File: config.mk
export PLATFORM = sky130hd
export DESIGN_NAME = moving_avg_filter
export DESIGN_NICKNAME = d
export VERILOG_FILES = /design/src/rtl/moving_avg_filter.sv
export SDC_FILE = /design/constraint.sdc
export NUM_CORES = 1
export LEC_CHECK = 0
export CAP_MARGIN = 20
export CORE_MARGIN = 8
export CORE_UTILIZATION = 28
export DETAILED_ROUTE_END_ITERATION = 12
export SLEW_MARGIN = 20
export SYNTH_ARGS = -nofsm -noshare
export SYNTH_HDL_FRONTEND = slang
export SYNTH_SLANG_ARGS = --single-unit
File: constraint.sdc
create_clock -name sys_clk -period 7.7 [get_ports sys_clk]
set_input_delay 1.54 -clock sys_clk [delete_from_list [all_inputs] [get_ports sys_clk]]
set_output_delay 1.54 -clock sys_clk [all_outputs]
set_load 0.02 [all_outputs]
File: src/rtl/moving_avg_filter.sv
// moving_avg_filter: sliding-window mean over 2^LOG2_DEPTH samples, running sum, optional prefill and outlier reject/re-seed
// sys_clk, sys_rst (sync, active-high), clear (sync flush); din_valid/din in; dout/dout_valid, window_full, rejected out
module moving_avg_filter #(
  parameter int DATA_W     = 13,
  parameter int LOG2_DEPTH = 3,
  parameter int PREFILL    = 0,
  parameter int REJECT_TH  = 0,
  parameter int REJECT_MAX = 3
) (
  input  logic              sys_clk,
  input  logic              sys_rst,
  input  logic              clear,
  input  logic              din_valid,
  input  logic [DATA_W-1:0] din,
  output logic [DATA_W-1:0] dout,
  output logic              dout_valid,
  output logic              window_full,
  output logic              rejected
);
  localparam int DEPTH = 1 << LOG2_DEPTH;
  localparam int SUM_W = DATA_W + LOG2_DEPTH;
  localparam logic [31:0] TH = REJECT_TH;
  localparam logic [3:0] REJ_LAST = 4'(REJECT_MAX - 1);
  localparam logic [LOG2_DEPTH:0] FILL_LAST = (LOG2_DEPTH + 1)'(DEPTH - 1);
  typedef enum logic [1:0] {EMPTY, FILL, RUN} state_t;
  state_t state;
  logic [DATA_W-1:0] mem [DEPTH];
  logic [LOG2_DEPTH-1:0] wr_ptr;
  logic [LOG2_DEPTH:0] fill_cnt;
  logic [3:0] rej_cnt;
  logic [SUM_W-1:0] sum;
  logic p_valid, p_rej;
  logic [DATA_W-1:0] diff;
  logic outlier, seed, drop;
  // diff is taken against the registered dout, not the just-updated sum
  always_comb begin
    diff = din > dout ? din - dout : dout - din;
    outlier = REJECT_TH != 0 && state == RUN && 32'(diff) > TH;
    seed = din_valid && ((state == EMPTY && PREFILL != 0) || (outlier && rej_cnt == REJ_LAST));
    drop = din_valid && outlier && rej_cnt != REJ_LAST;
  end
  always_ff @(posedge sys_clk) begin
    if (sys_rst || clear) begin
      for (int i = 0; i < DEPTH; i++) mem[i] <= '0;
      state <= EMPTY;
      wr_ptr <= '0;
      fill_cnt <= '0;
      rej_cnt <= '0;
      sum <= '0;
      p_valid <= 1'b0;
      p_rej <= 1'b0;
      dout <= '0;
      dout_valid <= 1'b0;
      window_full <= 1'b0;
      rejected <= 1'b0;
    end else begin
      p_valid <= din_valid;
      p_rej <= drop;
      dout_valid <= p_valid;
      rejected <= p_rej;
      window_full <= state == RUN;
      if (p_valid) dout <= sum[SUM_W-1:LOG2_DEPTH];
      if (seed) begin
        for (int i = 0; i < DEPTH; i++) mem[i] <= din;
        sum <= SUM_W'(din) << LOG2_DEPTH;
        wr_ptr <= '0;
        rej_cnt <= '0;
        state <= RUN;
      end else if (drop) begin
        rej_cnt <= rej_cnt + 1'b1;
      end else if (din_valid) begin
        mem[wr_ptr] <= din;
        sum <= sum + SUM_W'(din) - SUM_W'(mem[wr_ptr]);
        wr_ptr <= wr_ptr + 1'b1;
        rej_cnt <= '0;
        if (state != RUN) begin
          fill_cnt <= fill_cnt + 1'b1;
          state <= fill_cnt == FILL_LAST ? RUN : FILL;
        end
      end
    end
  end
endmodule

; Word-level counts from Yosys, hierarchy flattened
; Memories as Yosys holds them, arrays and structs flattened. A register that Yosys moved wholly into a read port is not among the register bits.
; Index checks and enable logic that the tools add are counted.
[classes]
n_eq_ne = 3
n_reduce_logical = 3
mux = 11
add_sub_neg = 4
[op_table]
columns = operator, n
row1 = adder 16 x 13 -> 16 bit, 1
row2 = subtractor 16 x 13 -> 16 bit, 1
row3 = 2-to-1 mux 13 bit, 1
row4 = OR reduction 13 bit, 1
row5 = 2-to-1 mux 3 bit, 3
row6 = 2-to-1 mux 1 bit, 6
row7 = "adder 4 x 1 -> 4 bit, second input constant", 1
row8 = "equality test 4 x 3 -> 1 bit, second input constant", 1
row9 = "adder 3 x 1 -> 3 bit, second input constant", 1
row10 = "equality test 2 bit, second input constant", 1
row11 = 2-to-1 mux 2 bit, 1
row12 = "inequality test 2 bit, second input constant", 1
row13 = AND reduction 2 bit, 1
row14 = logical OR 1 bit, 1
[word_totals]
n_memories = 1
regBits = 41
wordCells = 30
inputBits = 17
ram_bits = 104
[memory_table]
columns = memory, words, width, read_ports, rd_clocked_by_memory_dff, write_ports, line
row1 = mem, 8, 13, 1, 1, 8, 27  ; logic [DATA_W-1:0] mem [DEPTH];

; Logic depth before layout (Yosys ltp)
; Gate-level depths: netlist of run 1.
[logic_depth]
ltp_word = 5
depth_mapped = 16
mapped_depth_nobuf = 14

; Least setup slack after synthesis of run 1
; No wires, ideal clock.
[synth_timing]
kind = input-to-reg
startpoint = in din[1]
endpoint = reg sum[8]
arrival_ps = 3896
stages = 10
slack_ps = 3709
required_ps = 7605
path_cell_list = clkinv_1 fa_1 fa_1 and2b_1 o31a_4 o21ai_4 a21oi_4 nor2b_1 or4b_1 o311ai_1
[synth_via]
elab_chain_cells = 2
[synth_lines]
columns = element, line
row1 = start: declaration, 14  ; input logic [DATA_W-1:0] din,
row2 = adder 16 x 13 -> 16 bit, 73  ; sum <= sum + SUM_W'(din) - SUM_W'(mem[wr_ptr]);
row3 = subtractor 16 x 13 -> 16 bit, 73
row4 = end signal: assignment, 65  ; sum <= SUM_W'(din) << LOG2_DEPTH;
row5 = end signal: assignment, 73
row6 = end: declaration, 31  ; logic [SUM_W-1:0] sum;
; No other way between the ends.
; A chain may end at the register's enable or synchronous reset.

; Final worst setup path of run 1
[layout_timing]
startpoint = in din[1]
endpoint = reg sum[12]
; Same word-level chain as after synthesis.

==> reports/results.ini, run 1 <==
[run_status]
status=finished, final reports clean

[finish]
fin_util_pct=33.0
fill_cells=2586
antenna_cells=0
post_route_cells_drive_above_1_share_pct=15.8
nets=666
area_delta_synth_final_pct=16.3

[yosys]
synth_top_area_cell=edfxtp_1
yosys_register_bits=148
syn_area_um2=7350
syn-num-nets=652
synth_top_area_share_pct=42.5
synth.area.mux_share_pct=13.4
synthXorXnorAreaFrac_pct=1.79
synth-simple-area-share_pct=12.8
synth-edff-count=104
syn_area_per_cell_um2=12.2
yosysWarnings=0
ys.flop_type=edfxtp_1
netlist_top_cells_count=104 x edfxtp_1, 80 x nor3_1, 45 x inv_1, 44 x dfxtp_1, 40 x nor2_1
async_flop_share_pct=0
ys_types=56
synth_top_family_by_area=multiplexers
ys_seq_area_share_pct=54.5
synth_cells=604
synthAdderAreaFrac_pct=6.61
synthMostInstantiatedCell=edfxtp_1
synth_compound_area_share_pct=5.33
synthTopCellsByArea=edfxtp_1 43%, dfxtp_1 12%, mux4_2 8.0%

[clocking]
cts-root-buf=clkbuf_16
post_cts_resized=0
numCtsBuffers=17
insertion_delay_ps=420
postCtsSetupBuffers=0
htreeDepth=4
cts_tree=yes
cts_buffer_depth=2
hold_buffers=0
clk_pin_slew_worst_paths_ps=60
clkSinkCount=148

[global_routing]
grt_antenna_before_repair=0
grt_pass1_vias=4694
overflow=0
grt_pass1_wl_mm=26.9
grt_max_degree=57
grt_use_met1_pct=15.4
gr-usage-met3_pct=2.62
met2_usage_pct=16.6
top_usage_layer=met2
grt_usage_pct=11.0

[routing]
drtIter0Drc=283
vias_per_cell=4.90
drc=0
dr_total_vias=4735
dr.pass1.iters=4
wl_mm=17.0
ant_nets=0
routedWlPerCell_um=17.6

[critical_path]
reg2reg_depth=14
arrival_ps=4610
endpoint_kind=register
cp_slowest_stage_delay_ps=590
path_cells=clkdlybuf4s50_1 > clkinv_1 > fa_1 > fa_1 > and2b_1 > o31a_4 > o21ai_4 > a211oi_1 > o22ai_1 > xor2_1 > a21oi_1
required_ps=7990
slowest_stage=fa_1
critPathTopFamily=adder cells
cp_max_fo=9
worstSetupStartpointType=primary input
cpMostUsedCell=fa_1
r2r-end=sum[12]
r2r_slack_ps=3390
cp.buffers_inverters=2
crit_type=primary input to register

[die]
fp.dieH_um=178
fp.dieW_um=178
dieArea_um2=31700
io_pins=33
core-area_um2=25900
initial_core_util_pct=28.4
rows=59

[place]
hpwl_mm=10.5
gp_congestion=0.740
portBuffers=31

[flow_run]
drv_cap=0

[sta]
post-route-period-util_pct=56.1
rsz0062_at_grt=no
finClkSkew_ps=8.19
min_period_ps=4320
slew_viol_final=0
fmax_mhz=231
worst_pin_slew_ps=1020
setup_viol=0
finalSetupTns_ps=0
hold_viol=0
slew_headroom_pct=32.2

[pwr]
power_density_nw_per_um2=242
p_leak_nw=3.04
ir_worst_vdd_mv=0.130

[worst_hold_path]
worstHoldPathType=register to register
holdPathEnd=window_full
worstHoldPathCells=2
hold_start=state[1]

-- where the power goes --
part           switching (mW)  internal (mW)
Combinational           0.223          0.160
Clock                   0.356          0.420
Sequential             0.0226          0.887
Total                   0.601           1.47
-- how the worst max path moves through the flow --
stage              from  endpoint  slack [ps]  cells past startpoint
2_1_floorplan    din[1]    sum[8]        3710                     10
3_3_place_gp     din[9]   sum[14]        2940                     11
3_5_place_dp     din[1]    sum[8]        2960                     11
4_1_cts        register   sum[12]        3340                     14
5_1_grt        register   sum[12]        3150                     14
6_report         din[1]   sum[12]        3380                     11
-- logic make-up after synthesis --
family	after synthesis
AO/OA/AOI/OAI	54
XOR/XNOR	15
adder cells (fa/ha/maj)	31
buffers and inverters	104
flip-flops	148
multiplexers	64
other	1
AND/OR/NAND/NOR	187
-- cells in the final DEF (no fill, tap or decap), drive strengths merged, types with 2 or more instances in the layout --
| cell type | Yosys | layout |
|---|---|---|
| edfxtp | 104 | 104 |
| nor3 | 80 | 80 |
| inv | 45 | 51 |
| dfxtp | 44 | 44 |
| nor2 | 40 | 40 |
| clkdlybuf4s50 | 0 | 31 |
| mux4 | 26 | 26 |
| nor4 | 25 | 25 |
| mux2i | 24 | 24 |
| clkinv | 12 | 19 |
| ha | 18 | 18 |
| clkbuf | 25 | 17 |
| o21ai | 16 | 16 |
| mux2 | 14 | 14 |
| nand2 | 14 | 14 |
| a21oi | 14 | 14 |
| fa | 13 | 13 |
| buf | 22 | 11 |
| xor2 | 9 | 9 |
| nand2b | 7 | 7 |
| xnor2 | 6 | 6 |
| and2 | 5 | 5 |
| nand3 | 5 | 5 |
| a21o | 4 | 4 |
| nand4 | 4 | 4 |
| a211oi | 4 | 4 |
| o211ai | 3 | 3 |
| o31ai | 2 | 2 |
| clkinvlp | 0 | 2 |
-- area by class of cell --
class                      count  area [um2]  area share (%)
sequential                   148        4010            46.9
tap                          335         419            4.90
multi-input combinational    352        2970            34.7
clock inverter                15         124            1.45
inverter                      57         214            2.50
clock buffer                  17         425            4.98
timing repair buffer          42         393            4.60
-- per-layer routing --
layer / wire, um / share of wire [%]
met5: 0 / 0
met3: 1040 / 6.1
met4: 200 / 1.2
met2: 7660 / 45
met1: 8120 / 48
-- registers in the layout, summed over array words and instances (netlist names), named ones only --
name         flops
dout_valid       1
dout            13
sum             16
wr_ptr           3
fill_cnt         4
mem            104
window_full      1
state            2
p_valid          1
-- through the flow --
| step | setup slack, ps | power [mW] | cell area [um2] | hold slack, ps | std cells |
|---|---|---|---|---|---|
| finish | 3380 | 2.07 | 8550 | 467 | 966 |
| floorplan | 3710 | 1.22 | 7350 | 440 | 604 |
| detailed placement | 2960 | 1.31 | 7990 | 461 | 934 |
| global route | 3150 | 2.16 | 8550 | 481 | 966 |
| global placement | 2940 | 1.30 | 7990 | 457 | 934 |
| CTS | 3340 | 2.08 | 8540 | 470 | 966 |
-- worst register-to-register path: cells and delay by family, from the launching register on --
kind,cells,cell delay [ps]
buf+inv,2,120
simple gates,1,240
fa+ha+maj,3,870
flops,1,990
mux,2,910
compound gates,5,820
xor+xnor,1,220
Power figures use the tool's default switching activity.
==> inputs of run 2 (changes only) <==
Clock period 7.7 ns to 4.4 ns, I/O delays scaled along.
==> run 2 against run 1 <==
Clock power up 91%. Critical path depth up 3. Clock-buffer cell count unchanged. Critical endpoint is now sum[8]. Via count up 2.3%. Sequential power up 74%. Critical path type is now register to register.
==> reports/results.ini, run 2 (same netlist as run 1, synthesis figures left out) <==
[routing]
ant_nets=0  ; unchanged
vias_per_cell=4.90  ; about the same
drc=0  ; unchanged
routedWlPerCell_um=17.9  ; +1.7%
dr_total_vias=4842  ; +2.3%
wl_mm=17.7  ; +4.0%
drtIter0Drc=261  ; -7.8%
dr.pass1.iters=5  ; +1

[clocking]
htreeDepth=4  ; unchanged
post_cts_resized=0  ; unchanged
cts_buffer_depth=2  ; unchanged
numCtsBuffers=17  ; unchanged
cts_tree=yes
hold_buffers=0  ; unchanged
clk_pin_slew_worst_paths_ps=60  ; about the same
clkSinkCount=148  ; unchanged
insertion_delay_ps=430  ; about the same
cts-root-buf=clkbuf_16
postCtsSetupBuffers=0  ; unchanged

[die]
core-area_um2=25900  ; unchanged
initial_core_util_pct=28.4  ; unchanged
fp.dieW_um=178  ; unchanged
dieArea_um2=31700  ; unchanged
io_pins=33  ; unchanged
rows=59  ; unchanged
fp.dieH_um=178  ; unchanged

[sta]
fmax_mhz=256
worst_pin_slew_ps=800  ; -217 ps
slew_headroom_pct=46.7  ; +14 points
setup_ws_ps=499  ; -2880 ps
whs_ps=472  ; +5.32 ps
finalSetupTns_ps=0  ; unchanged
hold_viol=0  ; unchanged
finClkSkew_ps=11.2  ; +3.01 ps
setup_viol=0  ; unchanged
slew_viol_final=0  ; unchanged
post-route-period-util_pct=88.7
rsz0062_at_grt=no
min_period_ps=3900

[global_routing]
grt_pass1_wl_mm=28.0  ; +4.0%
grt_pass1_vias=4969  ; +5.9%
grt_usage_pct=11.6  ; +0.63 points
grt_max_degree=49  ; -14%
grt_antenna_before_repair=0  ; unchanged
overflow=0  ; unchanged

[place]
portBuffers=31  ; unchanged
place_inst=956  ; +2.4%
gp_congestion=0.809  ; +9.3%
hpwl_mm=11.3  ; +8.0%
placed_area_um2=8150  ; +2.0%
pre_cts_ws_ps=365  ; -2590 ps

[finish]
antenna_cells=0  ; unchanged
most-common-layout-cells=104 x edfxtp_1, 80 x nor3_1, 45 x inv_1
final_cell_area_um2=8740  ; +2.3%
reg.largest.list=mem: 104 flops, sum: 16 flops, dout: 13 flops
largest_reg_flops=104  ; unchanged
final_common_cell=edfxtp_1
nets=688  ; +3.3%
post_route_cells_drive_above_1_share_pct=18.1  ; +2.2 points
top_register=mem
fin_cells=988  ; +2.3%
area_delta_synth_final_pct=19.0

[critical_path]
crit_type=register to register
slowest_stage=mux4_2
worstSetupStartpointType=register
arrival_ps=4230  ; -380 ps
path_cells=buf_12 > buf_4 > mux4_2 > mux2_2 > fa_1 > inv_1 > ha_1 > o21a_1 > o31a_4 > o21ai_4 > a21oi_4 > nor2b_1 > or4b_1 > o311ai_1
r2r_slack_ps=500  ; -2890 ps
cp_max_fo=17  ; +8
required_ps=4730  ; -3260 ps
endpoint_kind=register
cp_slowest_stage_delay_ps=510  ; -80 ps

[pwr]
ir_worst_vdd_mv=0.240  ; +85%
power_density_nw_per_um2=429  ; +77%
p_leak_nw=3.16  ; +3.9%

[worst_hold_path]
worstHoldPathType=register to register
hold_start=state[1]

[run_status]
status=finished, final reports clean

[flow_run]
drv_cap=0  ; unchanged

-- run 2: cell types whose count changed in the layout (fill, tap and decap cells not counted), sizes merged --
cell	before	now
inv	51	52
buf	11	33
clkinvlp	2	1
clkinv	19	17
bufinv	0	2
-- run 2: critical path: cells and delay by family (launching register included) --
kind            cells  cell delay, ps
simple gates        2             550
compound gates      5             670
fa+ha+maj           2             830
flops               1             480
buf+inv             3             450
mux                 2             820
-- run 2: power breakdown --
group          leakage (nW)  switching [mW]  total, mW  internal, mW
registers              1.52          0.0331       1.58          1.55
clock network         0.293           0.633       1.48         0.850
logic                  1.35           0.394      0.684         0.291
-- run 2: area by class of cell --
cell class,count,area (um2)
Timing Repair Buffer,64,571
Multi-Input combinational cell,352,2940
Sequential cell,148,4010
Tap cell,335,419
Inverter,57,214
Clock buffer,17,425
Clock inverter,15,166
Fill cell,2577,17200
-- run 2: per-layer routing --
metal | global-route usage [%] | routed length [um]
met5 | 0 | 0
met4 | 3.30 | 171
met3 | 2.90 | 1020
met2 | 18.0 | 8140
met1 | 15.9 | 8370
-- run 2: metrics by stage --
stage	utilization (%)	power, mW
3_5_place_dp	31.5	2.30
5_1_grt	33.7	3.93
6_report	33.7	3.75
4_1_cts	33.7	3.78
3_3_place_gp	31.5	2.29
2_1_floorplan	-	2.13
-- run 2: worst paths after layout --
kind	end	depth (start not counted)
hold reg to reg	window_full	2
setup reg to reg	sum[8]	14
hold / removal	window_full	2
setup / recovery	sum[8]	14
==> inputs of run 3 (changes only) <==
Settings changed: CORE_UTILIZATION 28 to 45, MAX_ROUTING_LAYER from default to met4, RECOVER_POWER from default to 25.
==> run 3 against run 2 <==
The flow now finishes with violations (max-capacitance violations, max-slew violations). Critical path depth grew 1. Sequential power about the same. Non-clock buffer count is 3 lower. Global-route usage increased by 6.9 points. Sequential share of layout area is 1.1 points higher. Critical path type unchanged. Design area shrank 2.3%. Clock power is 5% lower. Die area shrank 35%. Power shrank 2.1%.
==> reports/results.ini, run 3 (same netlist as run 1, synthesis figures left out) <==
[place]
pre_cts_ws_ps=361  ; -4.39 ps
hpwl_mm=10.9  ; -3.2%
gp_congestion=0.897  ; +11%
portBuffers=31  ; unchanged

[finish]
reg.largest.list=mem: 104 flops, sum: 16 flops, dout: 13 flops
antenna_cells=0  ; unchanged
final_common_cell=edfxtp_1
most-common-layout-cells=104 x edfxtp_1, 80 x nor3_1, 45 x inv_1
fin_util_pct=53.6  ; +20 points
fill_cells=1418  ; -45%
nets=685  ; -0.44%
largest_reg_flops=104  ; unchanged
area_delta_synth_final_pct=16.2
post_route_cells_drive_above_1_share_pct=16.3  ; -1.8 points
top_register=mem

[critical_path]
endpoint_kind=register
arrival_ps=4120  ; -110 ps
r2r_slack_ps=580  ; +80 ps
crit_type=register to register
reg2reg_depth=15  ; +1
worstSetupStartpointType=register
r2r-end=sum[8]
required_ps=4700  ; -30 ps
cp_max_fo=26  ; +9

[worst_hold_path]
worstHoldPathCells=2  ; unchanged
holdPathEnd=window_full
worstHoldPathType=register to register
hold_start=state[1]

[clocking]
insertion_delay_ps=430  ; about the same
cts_tree=yes
clk_pin_slew_worst_paths_ps=60  ; about the same
clkSinkCount=148  ; unchanged
cts_buffer_depth=2  ; unchanged
postCtsSetupBuffers=0  ; unchanged
hold_buffers=0  ; unchanged
post_cts_resized=0  ; unchanged
htreeDepth=4  ; unchanged
numCtsBuffers=17  ; unchanged
cts-root-buf=clkbuf_16

[sta]
finalSetupTns_ps=0  ; unchanged
slew_headroom_pct=-47.6  ; -94 points
setup_viol=0  ; unchanged
slew_viol_final=40  ; +40
finClkSkew_ps=7.61  ; -3.58 ps
hold_viol=0  ; unchanged
rsz0062_at_grt=no
worst_pin_slew_ps=2210  ; +1410 ps
min_period_ps=3820  ; -77.8 ps
whs_ps=465  ; -7.45 ps
fmax_mhz=262  ; +2.0%
post-route-period-util_pct=86.9  ; -1.8 points
setup_ws_ps=577  ; +77.8 ps

[die]
dieArea_um2=20700  ; -35%
core-area_um2=15900  ; -38%
io_pins=33  ; unchanged
fp.dieH_um=144  ; -19%
fp.dieW_um=144  ; -19%
initial_core_util_pct=46.1  ; +18 points
rows=46  ; -22%

[pwr]
ir_worst_vdd_mv=0.273  ; +14%
p_leak_nw=3.14  ; -0.73%
power_density_nw_per_um2=430  ; +0.28%

[global_routing]
grt_pass1_wl_mm=27.7  ; -1.0%
grt_antenna_before_repair=0  ; unchanged
grt_usage_pct=18.6  ; +6.9 points
overflow=0  ; unchanged
grt_pass1_vias=4996  ; +0.54%
grt_max_degree=47  ; -4.1%

[routing]
drtIter0Drc=334  ; +28%
dr_total_vias=4859  ; +0.35%
ant_nets=0  ; unchanged
dr.pass1.iters=5  ; unchanged
wl_mm=17.1  ; -3.6%
routedWlPerCell_um=19.7  ; +10%
drc=0  ; unchanged
vias_per_cell=5.61  ; +14%

[run_status]
status=complete, but fails checks
violations=max-capacitance violations, max-slew violations

[flow_run]
drv_cap=1  ; +1

## run 3: cell count changes in the layout (fill, tap and decap cells not counted), sizes merged
cell           delta
clkbuf            +3
clkdlybuf4s50    -11
buf               -4
inv               -6
clkinvlp          +4
dlygate4sd3      +11
## run 3: worst max-delay path by stage
stage / startpoint / slack (ps) / to / cells after the start
floorplan: register / 590 / sum[8] / 13
global placement: din[1] / 420 / sum[8] / 11
detailed placement: din[1] / 360 / sum[8] / 11
CTS: register / 580 / sum[8] / 15
global route: register / 380 / sum[8] / 15
finish: register / 580 / sum[8] / 15
## run 3: power by group
part           internal, mW  total (mW)  switching, mW  leakage (nW)
Clock                 0.830        1.40          0.569         0.258
Combinational         0.290       0.691          0.402          1.36
Sequential             1.55        1.58         0.0316          1.52
Total                  2.67        3.67           1.00          3.14
## run 3: per-stage QoR
step	total power, mW	std cells	area, um2
global placement	2.28	834	7980
floorplan	2.13	604	7350
detailed placement	2.30	834	7980
global route	3.85	866	8540
CTS	3.70	866	8550
finish	3.67	866	8540
## run 3: layout make-up
type,count,area (um2),area share (%)
Clock buffer,19,433,5.07
Timing Repair Buffer,61,544,6.37
Clock inverter,13,135,1.58
Tap cell,216,270,3.16
Inverter,57,214,2.51
Multi-Input combinational cell,352,2940,34.4
Sequential cell,148,4010,46.9
## run 3: critical path: stages, from the launching register on
cell      delay (ps)
dfxtp_2          340
buf_12           240
mux4_2           530
mux2_2           300
ha_1             270
inv_1             60
ha_1             210
inv_1             70
fa_1             390
and2b_1          250
o31a_4           150
o21ai_4           70
a21oi_4          180
nor2b_1           70
or4b_1           460
o311ai_1         110
## run 3: metal layers
metal / up-vias / track usage (%) / wire length, um
li1: 2280 / - / -
met1: 2408 / 23.1 / 7480
met2: 141 / 28.9 / 8180
met3: 30 / 4.01 / 1020
met4: 0 / 8.14 / 378
met5: - / - / 0
